`src/rtl/mem_port_arbiter.sv`:
```
// rtl/mem_port_arbiter.sv - shares one byte-wide RAM port between IF word fetches and MEM loads/stores
//
// Grants one requester at a time and splits each request into little-endian
// byte transactions. Read bytes are reassembled into a zero-extended word.
// Ports:
//   clk, rst                   clock, synchronous active-high reset
//   if_req/if_addr             IF word-read request (level, held until if_done)
//   if_data/if_done            fetched word (held) and one-cycle completion pulse
//   mem_req/mem_we/mem_len     MEM request, store select, size (0=B, 1=H, 2/3=W)
//   mem_addr/mem_wdata         MEM byte address and store data
//   mem_rdata/mem_done         load data (held) and one-cycle completion pulse
//   stallreq_if/stallreq_mem   stall requests toward the pipeline
//   ram_en/ram_we/ram_addr     RAM strobe, write enable and byte address
//   ram_wdata/ram_rdata        RAM write byte, read byte (one cycle after strobe)
module mem_port_arbiter #(
    parameter int ADDR_W = 32
) (
    input  logic              clk,
    input  logic              rst,
    input  logic              if_req,
    input  logic [ADDR_W-1:0] if_addr,
    output logic [31:0]       if_data,
    output logic              if_done,
    input  logic              mem_req,
    input  logic              mem_we,
    input  logic [1:0]        mem_len,
    input  logic [ADDR_W-1:0] mem_addr,
    input  logic [31:0]       mem_wdata,
    output logic [31:0]       mem_rdata,
    output logic              mem_done,
    output logic              stallreq_if,
    output logic              stallreq_mem,
    output logic              ram_en,
    output logic              ram_we,
    output logic [ADDR_W-1:0] ram_addr,
    output logic [7:0]        ram_wdata,
    input  logic [7:0]        ram_rdata
);

    typedef enum logic [1:0] {
        S_IDLE = 2'd0,
        S_XFER = 2'd1,
        S_LAST = 2'd2,
        S_DONE = 2'd3
    } state_t;

    state_t            r_state;
    logic              r_owner_mem;   // 1 = current transaction belongs to MEM
    logic              r_last_mem;    // 1 = most recent grant went to MEM
    logic              r_we;
    logic [ADDR_W-1:0] r_base;
    logic [31:0]       r_wdata;
    logic [31:0]       r_buf;         // read bytes gathered so far
    logic [1:0]        r_k;           // byte index being issued
    logic [1:0]        r_klast;       // index of the final byte (N-1)
    logic [31:0]       r_if_data;
    logic [31:0]       r_mem_rdata;
    logic              r_if_done;
    logic              r_mem_done;

    logic              w_grant_mem;
    logic [1:0]        w_mem_klast;
    logic [7:0]        w_wbyte;
    logic [31:0]       w_final;

    // MEM has priority unless it was served last and IF is also waiting.
    assign w_grant_mem = mem_req & ~(if_req & r_last_mem);

    always_comb begin
        case (mem_len)
            2'd0:    w_mem_klast = 2'd0;
            2'd1:    w_mem_klast = 2'd1;
            default: w_mem_klast = 2'd3;
        endcase
    end

    always_comb begin
        case (r_k)
            2'd0:    w_wbyte = r_wdata[7:0];
            2'd1:    w_wbyte = r_wdata[15:8];
            2'd2:    w_wbyte = r_wdata[23:16];
            default: w_wbyte = r_wdata[31:24];
        endcase
    end

    // The final read byte arrives during LAST; merge it on its way to the output register.
    always_comb begin
        w_final = r_buf;
        if (!r_we) begin
            case (r_klast)
                2'd0:    w_final[7:0]   = ram_rdata;
                2'd1:    w_final[15:8]  = ram_rdata;
                2'd2:    w_final[23:16] = ram_rdata;
                default: w_final[31:24] = ram_rdata;
            endcase
        end
    end

    assign ram_en       = (r_state == S_XFER);
    assign ram_we       = ram_en & r_we;
    assign ram_addr     = ram_en ? (r_base + ADDR_W'(r_k)) : '0;
    assign ram_wdata    = ram_we ? w_wbyte : 8'h00;

    assign if_data      = r_if_data;
    assign if_done      = r_if_done;
    assign mem_rdata    = r_mem_rdata;
    assign mem_done     = r_mem_done;
    assign stallreq_if  = if_req & ~r_if_done;
    assign stallreq_mem = mem_req & ~r_mem_done;

    always_ff @(posedge clk) begin
        if (rst) begin
            r_state     <= S_IDLE;
            r_owner_mem <= 1'b0;
            r_last_mem  <= 1'b0;
            r_we        <= 1'b0;
            r_base      <= '0;
            r_wdata     <= 32'h0;
            r_buf       <= 32'h0;
            r_k         <= 2'd0;
            r_klast     <= 2'd0;
            r_if_data   <= 32'h0;
            r_mem_rdata <= 32'h0;
            r_if_done   <= 1'b0;
            r_mem_done  <= 1'b0;
        end else begin
            case (r_state)
                S_IDLE: begin
                    if (mem_req | if_req) begin
                        r_owner_mem <= w_grant_mem;
                        r_last_mem  <= w_grant_mem;
                        r_base      <= w_grant_mem ? mem_addr : if_addr;
                        r_we        <= w_grant_mem & mem_we;
                        r_wdata     <= w_grant_mem ? mem_wdata : 32'h0;
                        r_klast     <= w_grant_mem ? w_mem_klast : 2'd3;
                        r_k         <= 2'd0;
                        r_buf       <= 32'h0;
                        r_state     <= S_XFER;
                    end
                end
                S_XFER: begin
                    // ram_rdata now carries the byte issued in the previous cycle.
                    if (!r_we) begin
                        case (r_k)
                            2'd1:    r_buf[7:0]   <= ram_rdata;
                            2'd2:    r_buf[15:8]  <= ram_rdata;
                            2'd3:    r_buf[23:16] <= ram_rdata;
                            default: ;
                        endcase
                    end
                    if (r_k == r_klast) begin
                        r_state <= S_LAST;
                    end else begin
                        r_k <= r_k + 2'd1;
                    end
                end
                S_LAST: begin
                    if (r_owner_mem) begin
                        r_mem_rdata <= w_final;
                        r_mem_done  <= 1'b1;
                    end else begin
                        r_if_data   <= w_final;
                        r_if_done   <= 1'b1;
                    end
                    r_state <= S_DONE;
                end
                default: begin
                    r_if_done  <= 1'b0;
                    r_mem_done <= 1'b0;
                    r_state    <= S_IDLE;
                end
            endcase
        end
    end

endmodule

```
`config.mk`:
```
export PLATFORM = sky130hd
export DESIGN_NAME = mem_port_arbiter
export DESIGN_NICKNAME = d
export VERILOG_FILES = /design/src/rtl/mem_port_arbiter.sv
export SDC_FILE = /design/constraint.sdc
export NUM_CORES = 1
export LEC_CHECK = 0
export BUFFER_PORTS_ARGS = -buffer_cell sky130_fd_sc_hd__buf_2
export CAP_MARGIN = 20
export CORE_AREA = 2 2 140 142
export DETAILED_ROUTE_END_ITERATION = 10
export DIE_AREA = 0 0 142 144
export SETUP_SLACK_MARGIN = 0.3
export SLEW_MARGIN = 10
export SYNTH_ARGS = -nofsm -noshare
export SYNTH_HDL_FRONTEND = slang
export SYNTH_SLANG_ARGS = --single-unit
```
`constraint.sdc`:
```
create_clock -name clk -period 4.87 [get_ports clk]
set_input_delay 0.974 -clock clk [delete_from_list [all_inputs] [get_ports clk]]
set_output_delay 0.974 -clock clk [all_outputs]
set_load 0.005 [all_outputs]
```
==> impl_metrics.toml <==
[run_status]
run_status = "finished clean"

[flow_run]
cap_viol_max_count = 0

[routing]
dr.first_iter.drc_count = 465
met2RoutedLength_mm = 9.48
dr_wl_met3_mm = 1.14
drt-vias-per-instance = 5.27
first_pass_iters = 5
antenna_left = 0
drt_wl_total_mm = 21.1
detail_route.drc_violations = 0
route.top_layer_used = "met4"
num_vias = 6754
detail_route.wirelength.met1_mm = 10.2
mean_routed_wirelength_per_cell_um = 16.5

[logic_synthesis]
post_synth_main_area_contributors = "sky130_fd_sc_hd__dfxtp_1 (44%), sky130_fd_sc_hd__mux2i_1 (12%), sky130_fd_sc_hd__nor2_1 (8.8%)"
synth_async_sr_flop_share = 0
synthesis.nets = 979
syn_inst = 858
synthesis.area_sq_um = 7440
yosys.area.top_type_share = 0.436
primary_flip_flop_cell_chosen_by_synthesis_mapping = "sky130_fd_sc_hd__dfxtp_1"
postSynthRegisterBits = 162
netlist-cell-type-count = 44
yosysWarningCount = 0
synth_top_cell_by_area = "sky130_fd_sc_hd__dfxtp_1"
synth-seq-area-share = 0.436
synthesis.area_per_instance_sq_um = 8.67
synth_enable_flop_cells = 0

[placement]
dp.cells = 1252
gp_congestion = 0.900
placed_cell_area_sq_um = 8680
detailed_place_hpwl_mm = 14.5
preCtsSetupSlack_ns = 0.891
buffer_ports.inserted = 220

[floorplan]
fp.dieH_um = 144
fp-row-count = 51
floorplan.initialDensity = 0.390
die_x_um = 142
pin_count = 221
floorplan_die_area_sq_um = 20400
placeableCoreArea_sq_um = 19100

[finish]
fin_cells = 1282
sequential_standard_cell_area_sq_um = 3240
layout.core_utilization = 0.486
drive_above_1_share = 0.259
antenna_cells = 0
areaGrowthSynthToFinish_pct = 24.7
multi_input_gate_area_sq_um = 3930
num-fill-cells = 1876
finish.net_count = 1154
final_cell_area_sq_um = 9280

[timing]
layout_worst_path_cycle_share = 0.875
post-route-min-period_ns = 4.26
grt_setup_unrepaired = "false"
timing_max_transition_violations_final = 0
finalSetupViolCount = 0
timing.final.hold_violations = 0
fmax_mhz = 235
post-route-worst-setup-slack_ns = 0.607
final_worst_clock_skew_ns = 0.00914
setup_tns_ns = 0
timing.hold.ws_ns = 0.451
worst_pin_slew_ns = 1.04
max_slew_margin_vs_limit = 0.305

[critical_path]
required_worst_endpoint_ns = 3.90
critical_path.startpoint_type = "register"
element_type_at_the_critical_path_end = "output pin"
worstSetupPathType = "reg -> out"
largest_fanout_of_any_net_on_the_critical_path = 12
endpoint_arrival_time_on_the_critical_path_ns = 3.29

[clock_network]
cts-hold-fix-buffers = 0
cts-root-to-sink-buffers = 2
cts-htree-levels = 4
clock-sinks = 162
postCtsSetupRepairBufs = 0
clock_latency_ns = 0.41
clk_transition_reported_paths_ns = 0.06
tritoncts_buffers = 17
tritoncts = "yes"
root_buffer = "sky130_fd_sc_hd__clkbuf_16"

[global_route]
global_route.usage.total = 0.205
maximum_number_of_pins_on_one_net_before_global_route_repair = 97
number_of_global_route_vias_before_repair = 6051
antenna_found_initial = 0
grt_overflow_total = 0
wire_length_of_the_first_global_routing_pass_mm = 33.0

[power]
power.static_leakage_nw = 3.88
ir_drop_mv = 0.282
power-per-cell-area_nw_per_um2 = 518
power.total_mw = 4.80

[worst_hold_path]
hold_class = "reg -> reg"
[power breakdown]
part	internal, mW	total [mW]	switching [mW]
combinational	0.660	1.62	0.964
clock	0.829	1.36	0.531
sequential	1.59	1.82	0.236
total	3.07	4.80	1.73
[worst max-delay path: stages, from the launching register on]
cell and delay (ns):
sky130_fd_sc_hd__dfxtp_1 0.44, sky130_fd_sc_hd__ha_1 0.23, sky130_fd_sc_hd__fa_1 0.25, sky130_fd_sc_hd__nand4_1 0.46
sky130_fd_sc_hd__nor4_2 0.70, sky130_fd_sc_hd__or4b_1 0.48, sky130_fd_sc_hd__a21oi_1 0.15, sky130_fd_sc_hd__buf_2 0.16
[cell families after synthesis]
| family | share of synthesized area |
|---|---|
| AND/OR/NAND/NOR | 0.194 |
| AO/OA/AOI/OAI | 0.179 |
| flip-flops | 0.436 |
| multiplexers | 0.116 |
| buffers and inverters | 0.0422 |
| XOR/XNOR | 0.0153 |
| adder cells (fa/ha/maj) | 0.0178 |
[final cells by class]
type                            instances  share of cell area
Clock inverter                          9              0.0142
Inverter                               11             0.00445
Sequential cell                       162               0.349
Multi-Input combinational cell        614               0.423
Tap cell                              238              0.0321
Timing Repair Buffer                  227               0.127
Clock buffer                           21              0.0496
[cell usage after synthesis (2+ instances only)]
| library cell | instances |
|---|---|
| sky130_fd_sc_hd__or3_1 | 4 |
| sky130_fd_sc_hd__clkbuf_1 | 55 |
| sky130_fd_sc_hd__xnor2_1 | 12 |
| sky130_fd_sc_hd__o41ai_1 | 2 |
| sky130_fd_sc_hd__a21oi_1 | 44 |
| sky130_fd_sc_hd__or2_2 | 2 |
| sky130_fd_sc_hd__or4b_1 | 2 |
| sky130_fd_sc_hd__a222oi_1 | 8 |
| sky130_fd_sc_hd__ha_1 | 9 |
| sky130_fd_sc_hd__nand3_1 | 30 |
| sky130_fd_sc_hd__inv_1 | 10 |
| sky130_fd_sc_hd__buf_1 | 11 |
| sky130_fd_sc_hd__a22oi_1 | 33 |
| sky130_fd_sc_hd__nor2b_1 | 5 |
| sky130_fd_sc_hd__mux2i_1 | 86 |
| sky130_fd_sc_hd__o31ai_1 | 8 |
| sky130_fd_sc_hd__buf_2 | 4 |
| sky130_fd_sc_hd__a211oi_1 | 81 |
| sky130_fd_sc_hd__nand4_1 | 5 |
| sky130_fd_sc_hd__or4_1 | 11 |
| sky130_fd_sc_hd__and2_1 | 12 |
| sky130_fd_sc_hd__a211oi_2 | 3 |
| sky130_fd_sc_hd__nand2_1 | 36 |
| sky130_fd_sc_hd__dfxtp_1 | 162 |
| sky130_fd_sc_hd__nand2b_1 | 10 |
| sky130_fd_sc_hd__nor3b_1 | 3 |
| sky130_fd_sc_hd__nor4_1 | 7 |
| sky130_fd_sc_hd__o21ai_0 | 4 |
| sky130_fd_sc_hd__nor3_1 | 10 |
| sky130_fd_sc_hd__nor2_1 | 175 |
[state kept, by name, indices dropped and copies added, names as in the netlist]
signal	flops
if_data	32
mem_rdata	32
r_base	32
r_wdata	32
r_buf	24
r_k	2
r_klast	2
r_state	2
if_done	1
mem_done	1
r_last_mem	1
r_we	1
[cells in the final DEF, fill, tap and decap left out, types with 9 or more instances in the layout]
| cell type | netlist | routed |
|---|---|---|
| sky130_fd_sc_hd__buf_2 | 4 | 219 |
| sky130_fd_sc_hd__nor2_1 | 175 | 175 |
| sky130_fd_sc_hd__dfxtp_1 | 162 | 162 |
| sky130_fd_sc_hd__mux2i_1 | 86 | 86 |
| sky130_fd_sc_hd__a211oi_1 | 81 | 81 |
| sky130_fd_sc_hd__a21oi_1 | 44 | 44 |
| sky130_fd_sc_hd__nand2_1 | 36 | 36 |
| sky130_fd_sc_hd__a22oi_1 | 33 | 33 |
| sky130_fd_sc_hd__nand3_1 | 30 | 30 |
| sky130_fd_sc_hd__clkbuf_16 | 0 | 17 |
| sky130_fd_sc_hd__xnor2_1 | 12 | 12 |
| sky130_fd_sc_hd__or4_1 | 11 | 11 |
| sky130_fd_sc_hd__and2_1 | 12 | 11 |
| sky130_fd_sc_hd__inv_1 | 10 | 10 |
| sky130_fd_sc_hd__nand2b_1 | 10 | 10 |
| sky130_fd_sc_hd__nor3_1 | 10 | 10 |
| sky130_fd_sc_hd__ha_1 | 9 | 9 |
[path summary, 6_finish.rpt]
check	start	to	slack [ns]	depth (start not counted)
setup reg to reg	r_k[1]	r_buf[23]	2.37	5
hold / removal	if_data[29]	if_data[29]	0.45	2
setup / recovery	r_k[0]	ram_addr[28]	0.61	7
hold reg to reg	if_data[29]	if_data[29]	0.45	2
[layer usage]
layer / global-route usage / vias to the layer above
met2: 0.311 / 176
met5: 0 / -
met1: 0.290 / 3128
met3: 0.0576 / 18
met4: 0.0511 / 0
li1: - / 3432
[what timing repair did]
item / 4_1_cts / 5_1_grt
setup endpoints to repair: 0 / 2
endpoints found under the hold margin: 0 / 0
gates resized for setup: 0 / 1
(Power assumes the default switching activity.)
